[src/rtl/hpdmc_pkg.sv]
// hpdmc_pkg: shared definitions for the HPDMC WISHBONE front end.
//   - arb_state_e : arbiter FSM encoding (IDLE=0, OWNED=1)
//   - CTI_*       : WISHBONE cycle-type identifiers
//   - wrap_inc    : index increment modulo a master count
package hpdmc_pkg;

  typedef enum logic {
    IDLE  = 1'b0,
    OWNED = 1'b1
  } arb_state_e;

  localparam logic [2:0] CTI_CLASSIC = 3'b000;
  localparam logic [2:0] CTI_INCR    = 3'b010;
  localparam logic [2:0] CTI_EOB     = 3'b111;

  function automatic int wrap_inc(input int idx, input int n);
    return (idx + 1 >= n) ? 0 : idx + 1;
  endfunction

endpackage

[src/rtl/hpdmc_rrpick.sv]
// hpdmc_rrpick: combinational round-robin picker.
// Ports:
//   req_i   - request vector, one bit per master
//   rr_i    - index with highest priority this round
//   grant_o - one-hot selection (all zero when no request)
//   idx_o   - binary index of the selected master
//   valid_o - at least one request present
module hpdmc_rrpick
  import hpdmc_pkg::*;
#(
  parameter int NM = 3,
  parameter int IW = (NM > 1) ? $clog2(NM) : 1
) (
  input  logic [NM-1:0] req_i,
  input  logic [IW-1:0] rr_i,
  output logic [NM-1:0] grant_o,
  output logic [IW-1:0] idx_o,
  output logic          valid_o
);

  // Walk the masters starting at rr_i, wrapping at NM; the first hit wins.
  always_comb begin
    int k;
    grant_o = '0;
    idx_o   = '0;
    valid_o = 1'b0;
    k       = 0;
    for (int i = 0; i < NM; i++) begin
      k = int'(rr_i) + i;
      if (k >= NM) k = k - NM;
      if (!valid_o && req_i[k]) begin
        valid_o    = 1'b1;
        idx_o      = IW'(k);
        grant_o[k] = 1'b1;
      end
    end
  end

endmodule

[src/rtl/hpdmc_wbarb.sv]
// hpdmc_wbarb: round-robin WISHBONE arbiter in front of the HPDMC memory port.
// A granted master keeps the port for as long as it holds cyc, so bursts are
// never split; after it releases cyc the arbiter spends one idle cycle before
// the next grant.
// Ports:
//   sys_clk, sys_rst       - clock, asynchronous active-high reset
//   m_*_i / m_*_o          - per-master WISHBONE slave side (packed, master k
//                            at slice k of each vector)
//   m_nextadr_*_i          - per-master read-address prediction
//   s_*_o / s_*_i          - muxed WISHBONE master side to the controller
//   s_nextadr_*_o          - muxed prediction
//   grant_o                - one-hot current owner, zero when idle
//
// state | meaning
// ------+------------------------------------------------------------
// IDLE  | no owner; s_* forced low; pick next owner from requests
// OWNED | owner's m_* routed to s_*; ack routed back to owner only
module hpdmc_wbarb
  import hpdmc_pkg::*;
#(
  parameter int nmasters = 3
) (
  input  logic                   sys_clk,
  input  logic                   sys_rst,

  input  logic [32*nmasters-1:0] m_adr_i,
  input  logic [3*nmasters-1:0]  m_cti_i,
  input  logic [64*nmasters-1:0] m_dat_i,
  input  logic [8*nmasters-1:0]  m_sel_i,
  input  logic [nmasters-1:0]    m_cyc_i,
  input  logic [nmasters-1:0]    m_stb_i,
  input  logic [nmasters-1:0]    m_we_i,
  output logic [63:0]            m_dat_o,
  output logic [nmasters-1:0]    m_ack_o,
  input  logic [nmasters-1:0]    m_nextadr_valid_i,
  input  logic [32*nmasters-1:0] m_nextadr_i,

  output logic [31:0]            s_adr_o,
  output logic [2:0]             s_cti_o,
  output logic [63:0]            s_dat_o,
  output logic [7:0]             s_sel_o,
  output logic                   s_cyc_o,
  output logic                   s_stb_o,
  output logic                   s_we_o,
  input  logic [63:0]            s_dat_i,
  input  logic                   s_ack_i,
  output logic                   s_nextadr_valid_o,
  output logic [31:0]            s_nextadr_o,

  output logic [nmasters-1:0]    grant_o
);

  localparam int IW = (nmasters > 1) ? $clog2(nmasters) : 1;

  arb_state_e          state_q, state_d;
  logic [IW-1:0]       owner_q, owner_d;
  logic [IW-1:0]       rr_q, rr_d;
  logic [nmasters-1:0] grant_q, grant_d;

  logic [nmasters-1:0] req;
  logic [nmasters-1:0] pick_grant;
  logic [IW-1:0]       pick_idx;
  logic                pick_valid;
  logic                owner_cyc;

  assign req = m_cyc_i & m_stb_i;

  hpdmc_rrpick #(
    .NM (nmasters),
    .IW (IW)
  ) u_rrpick (
    .req_i   (req),
    .rr_i    (rr_q),
    .grant_o (pick_grant),
    .idx_o   (pick_idx),
    .valid_o (pick_valid)
  );

  always_ff @(posedge sys_clk or posedge sys_rst) begin
    if (sys_rst) begin
      state_q <= IDLE;
      owner_q <= '0;
      rr_q    <= '0;
      grant_q <= '0;
    end else begin
      state_q <= state_d;
      owner_q <= owner_d;
      rr_q    <= rr_d;
      grant_q <= grant_d;
    end
  end

  // grant_q is one-hot of owner_q while OWNED and zero otherwise, so it can
  // select the owner's cyc directly.
  assign owner_cyc = |(grant_q & m_cyc_i);

  // Picking happens only in IDLE, so the cycle that follows a release never
  // routes a new master: that provides the turnaround gap.
  always_comb begin
    state_d = state_q;
    owner_d = owner_q;
    rr_d    = rr_q;
    grant_d = grant_q;
    case (state_q)
      IDLE: begin
        if (pick_valid) begin
          state_d = OWNED;
          owner_d = pick_idx;
          grant_d = pick_grant;
        end
      end
      OWNED: begin
        if (!owner_cyc) begin
          state_d = IDLE;
          grant_d = '0;
          rr_d    = IW'(wrap_inc(int'(owner_q), nmasters));
        end
      end
      default: begin
        state_d = IDLE;
        grant_d = '0;
      end
    endcase
  end

  always_comb begin
    s_adr_o           = '0;
    s_cti_o           = '0;
    s_dat_o           = '0;
    s_sel_o           = '0;
    s_cyc_o           = 1'b0;
    s_stb_o           = 1'b0;
    s_we_o            = 1'b0;
    s_nextadr_valid_o = 1'b0;
    s_nextadr_o       = '0;
    m_ack_o           = '0;
    if (state_q == OWNED) begin
      for (int k = 0; k < nmasters; k++) begin
        if (grant_q[k]) begin
          s_adr_o           = m_adr_i[32*k +: 32];
          s_cti_o           = m_cti_i[3*k +: 3];
          s_dat_o           = m_dat_i[64*k +: 64];
          s_sel_o           = m_sel_i[8*k +: 8];
          s_cyc_o           = m_cyc_i[k];
          s_stb_o           = m_stb_i[k];
          s_we_o            = m_we_i[k];
          s_nextadr_valid_o = m_nextadr_valid_i[k];
          s_nextadr_o       = m_nextadr_i[32*k +: 32];
          m_ack_o[k]        = s_ack_i;
        end
      end
    end
  end

  assign m_dat_o = s_dat_i;
  assign grant_o = (state_q == OWNED) ? grant_q : '0;

endmodule

[config.mk]
export PLATFORM = sky130hd
export DESIGN_NAME = hpdmc_wbarb
export DESIGN_NICKNAME = d
export VERILOG_FILES = /design/src/rtl/hpdmc_pkg.sv /design/src/rtl/hpdmc_rrpick.sv /design/src/rtl/hpdmc_wbarb.sv
export SDC_FILE = /design/constraint.sdc
export NUM_CORES = 1
export LEC_CHECK = 0
export BUFFER_PORTS_ARGS = -buffer_cell sky130_fd_sc_hd__buf_2
export CORE_AREA = 10 10 270 272
export CTS_BUF_LIST = sky130_fd_sc_hd__clkbuf_4 sky130_fd_sc_hd__clkbuf_8
export DETAILED_ROUTE_END_ITERATION = 6
export DIE_AREA = 0 0 280 282
export HOLD_SLACK_MARGIN = 0.1
export MAX_ROUTING_LAYER = met4
export PLACE_DENSITY = 0.38
export SLEW_MARGIN = 20
export SYNTH_ARGS = -nofsm -noshare
export SYNTH_HDL_FRONTEND = slang
export SYNTH_SLANG_ARGS = --single-unit
[constraint.sdc]
create_clock -name sys_clk -period 3.11 [get_ports sys_clk]
set_input_delay 0.933 -clock sys_clk [delete_from_list [all_inputs] [get_ports sys_clk]]
set_output_delay 0.933 -clock sys_clk [all_outputs]
set_load 0.01 [all_outputs]
==> impl_metrics.toml <==
[placement]
dp_slack_ns = -0.175
hpwl_um = 37400
gp_congestion = 0.865
io_buffers = 580

[sta]
worst_pin_slew_ns = 0.614
fin_ws_ns = 0.00490
slew_headroom_pct = 58.7
slew_violations = 0
totalNegativeSetupSlack_ns = 0
hold_ws_ns = 0.476
finalSetupViolCount = 0
hold_viol_final = 0
post-route-period-util_pct = 99.8
clock_skew_ns = 0.00732
period_needed_ns = 3.11
fmax_ghz = 0.322

[power_and_ir_drop]
p_sw_share_pct = 59.0
sequentialPowerShare_pct = 4.9
ir_worst_vdd_mv = 0.485
switchingPower_w = 0.00421
intPower_w = 0.00292
p_leak_nw = 4.16
clock_power_share_pct = 2.0
comb_power_share_pct = 93.1
powerDensity_nw_per_um2 = 825

[cts]
cts_root_buf = "clkbuf_8"
cts_buffer_depth = 2
cts-hold-fix-buffers = 0
cts.reportedPaths.clkPinSlew_ns = 0.05
cts_max_level = 1
cts_buffers = 3
worstSkewPairLatency_ns = 0.23
cts.sinks = 8
tritoncts = "done"

[yosys]
yosysWarnings = 0
post_synth_inst_count = 805
synth.ff_latch_count = 8
synthArstFlopShare_pct = 100
syn_nets = 1305
synth_cell_type_count = 40
synth_enable_flop_cells = 0
avgSynthCellArea_sq_um = 5.90
netlist_area_sq_um = 4750
seq_area_frac_synth_pct = 4.22
dominantRegCellSynth = "dfrtp_1"

[min_path]
min_path_type = "flip-flop to flip-flop"
whs_endpoint = "rr_q[0]"
hold_path_startpoint = "owner_q[0]"
hold_depth = 1

[setup_path]
startpoint_type = "flip-flop"
crit_top_cell = "buf_12"
arrival_ns = 2.17
cpMaxStageDelayCell = "o21ai_0"
critPathKind = "flip-flop to output port"
max_stage_delay_ns = 0.51
timing.rr.end = "owner_q[1]"
path_delay_family = "compound AO/OA/AOI/OAI gates"
cp_data_required_time_ns = 2.18
worst_setup_path_end_kind = "output port"
worst-path-buf-inv = 3
reg2reg_depth = 7
rrSetupSlack_ns = 0.89
worst-path-stages = 7
crit_fanout = 19
reg2reg_from = "rr_q[0]"
path_cells = "nor2b_4 -> buf_12 -> buf_12 -> a22oi_1 -> o21ai_0 -> and2_1 -> buf_2"

[global_routing]
grtUsageTotal_pct = 9.97
grt_pass1_wl_um = 56900
grt_overflow_total = 0
grt_antenna_before_repair = 17
grt_max_degree = 68
grt_pass1_vias = 8207

[route]
avgViaCountPerCell = 3.58
routedWlPerCell_um = 19.9
firstDrtPassIters = 5
wl_um = 43500
post-route-drc-count = 0
drt-initial-drc-count = 434
via_count = 7823
antenna_left = 0

[floorplan]
die_y_um = 282
fp.dieW_um = 280
design.core.area_sq_um = 67700
ios = 709
rows = 96
dieArea_sq_um = 79000
initial_utilization_pct = 7.01

[cells_and_area]
layout.nets = 1797
syn2layout_area_growth_pct = 82.2
fillCellCount = 8045
layout_commonest_cell = "buf_2"
final_cell_mix = "buf_2 (580), nand2_1 (157), and2_1 (146)"
final_core_util_pct = 12.8
drive_above_1_share_pct = 50.5

[run]
maxCapViolations = 0

[run_status]
status = "completed"
## how the worst max path moves through the flow
stage                          start         end
after global placement    grant_q[1]  s_sel_o[7]
after floorplan           m_cyc_i[0]     s_cyc_o
after global routing      grant_q[1]  s_sel_o[4]
after detailed placement  grant_q[1]  s_sel_o[7]
after CTS                 grant_q[1]  s_sel_o[7]
final                     grant_q[1]  s_sel_o[1]
## per-stage QoR
| step | total power (W) | instances | area [sq um] |
|---|---|---|---|
| final | 0.00713 | 2186 | 8640 |
| after global routing | 0.00785 | 2185 | 8640 |
| after CTS | 0.00708 | 2174 | 8520 |
| after detailed placement | 0.00687 | 2170 | 8450 |
| after global placement | 0.00690 | 2170 | 8450 |
| after floorplan | 0.00364 | 805 | 4750 |
## registers in the layout, summed over array words and instances, names as in the netlist
register	cells
state_q	1
grant_q	3
rr_q	2
owner_q	2
## per-layer routing
| layer | GRT usage (%) | vias to the layer above | share of wire, % |
|---|---|---|---|
| li1 | - | 3757 | - |
| met1 | 11.8 | 3501 | 44 |
| met2 | 16.4 | 497 | 46 |
| met3 | 2.94 | 68 | 8.4 |
| met4 | 2.52 | 0 | 2.6 |
| met5 | - | - | 0 |
## power groups by stage
stage,Clock [W],Combinational (W),Sequential (W)
after floorplan,0,0.00346,0.000179
after global placement,0,0.00654,0.000364
after detailed placement,0,0.00650,0.000366
after CTS,0.000146,0.00657,0.000366
after global routing,0.000156,0.00732,0.000382
final,0.000143,0.00664,0.000350
## cell usage after synthesis, types with 2 or more instances
cell type	n	area [sq um]
nand2_1	157	589
o21ai_0	151	756
and2_1	146	913
a22oi_1	141	1060
buf_4	64	480
clkbuf_1	47	176
buf_2	28	140
buf_1	9	33.8
dfrtp_1	8	200
inv_1	5	18.8
a21oi_1	4	20.0
and3_1	4	25.0
ha_1	4	50.1
nand2b_1	4	25.0
nand3_1	3	15.0
nor2_1	2	7.51
nor2b_1	2	12.5
o211ai_1	2	15.0
o21ai_1	2	10.0
o31ai_1	2	15.0
## cells by family after synthesis
| kind of cell | count (synthesis) | synth area share [%] |
|---|---|---|
| adders and majority gates | 4 | 1.05 |
| buffers and inverters | 153 | 17.9 |
| muxes | 2 | 0.527 |
| DFF | 8 | 4.22 |
| and+or+nand+nor | 325 | 34.7 |
| AOI/OAI and AO/OA | 313 | 41.6 |
## final cells by class
cell class / instances / area (sq um) / area share, %
multi-input combinational: 644 / 3730 / 43.2
timing repair buffer: 635 / 3510 / 40.6
tap: 882 / 1100 / 12.8
sequential: 8 / 211 / 2.45
clock buffer: 4 / 48.8 / 0.564
antenna: 8 / 20.0 / 0.232
inverter: 5 / 18.8 / 0.217
## repair_timing
item / CTS / global route
setup buffers: 0 / 3
resized for setup: 13 / 6
cloned: 0 / 2
pin swaps: 0 / 1
endpoints found under the setup margin: 9 / 8
endpoints found under the hold margin: 0 / 0
No activity file was read; power rests on OpenSTA's default activity.
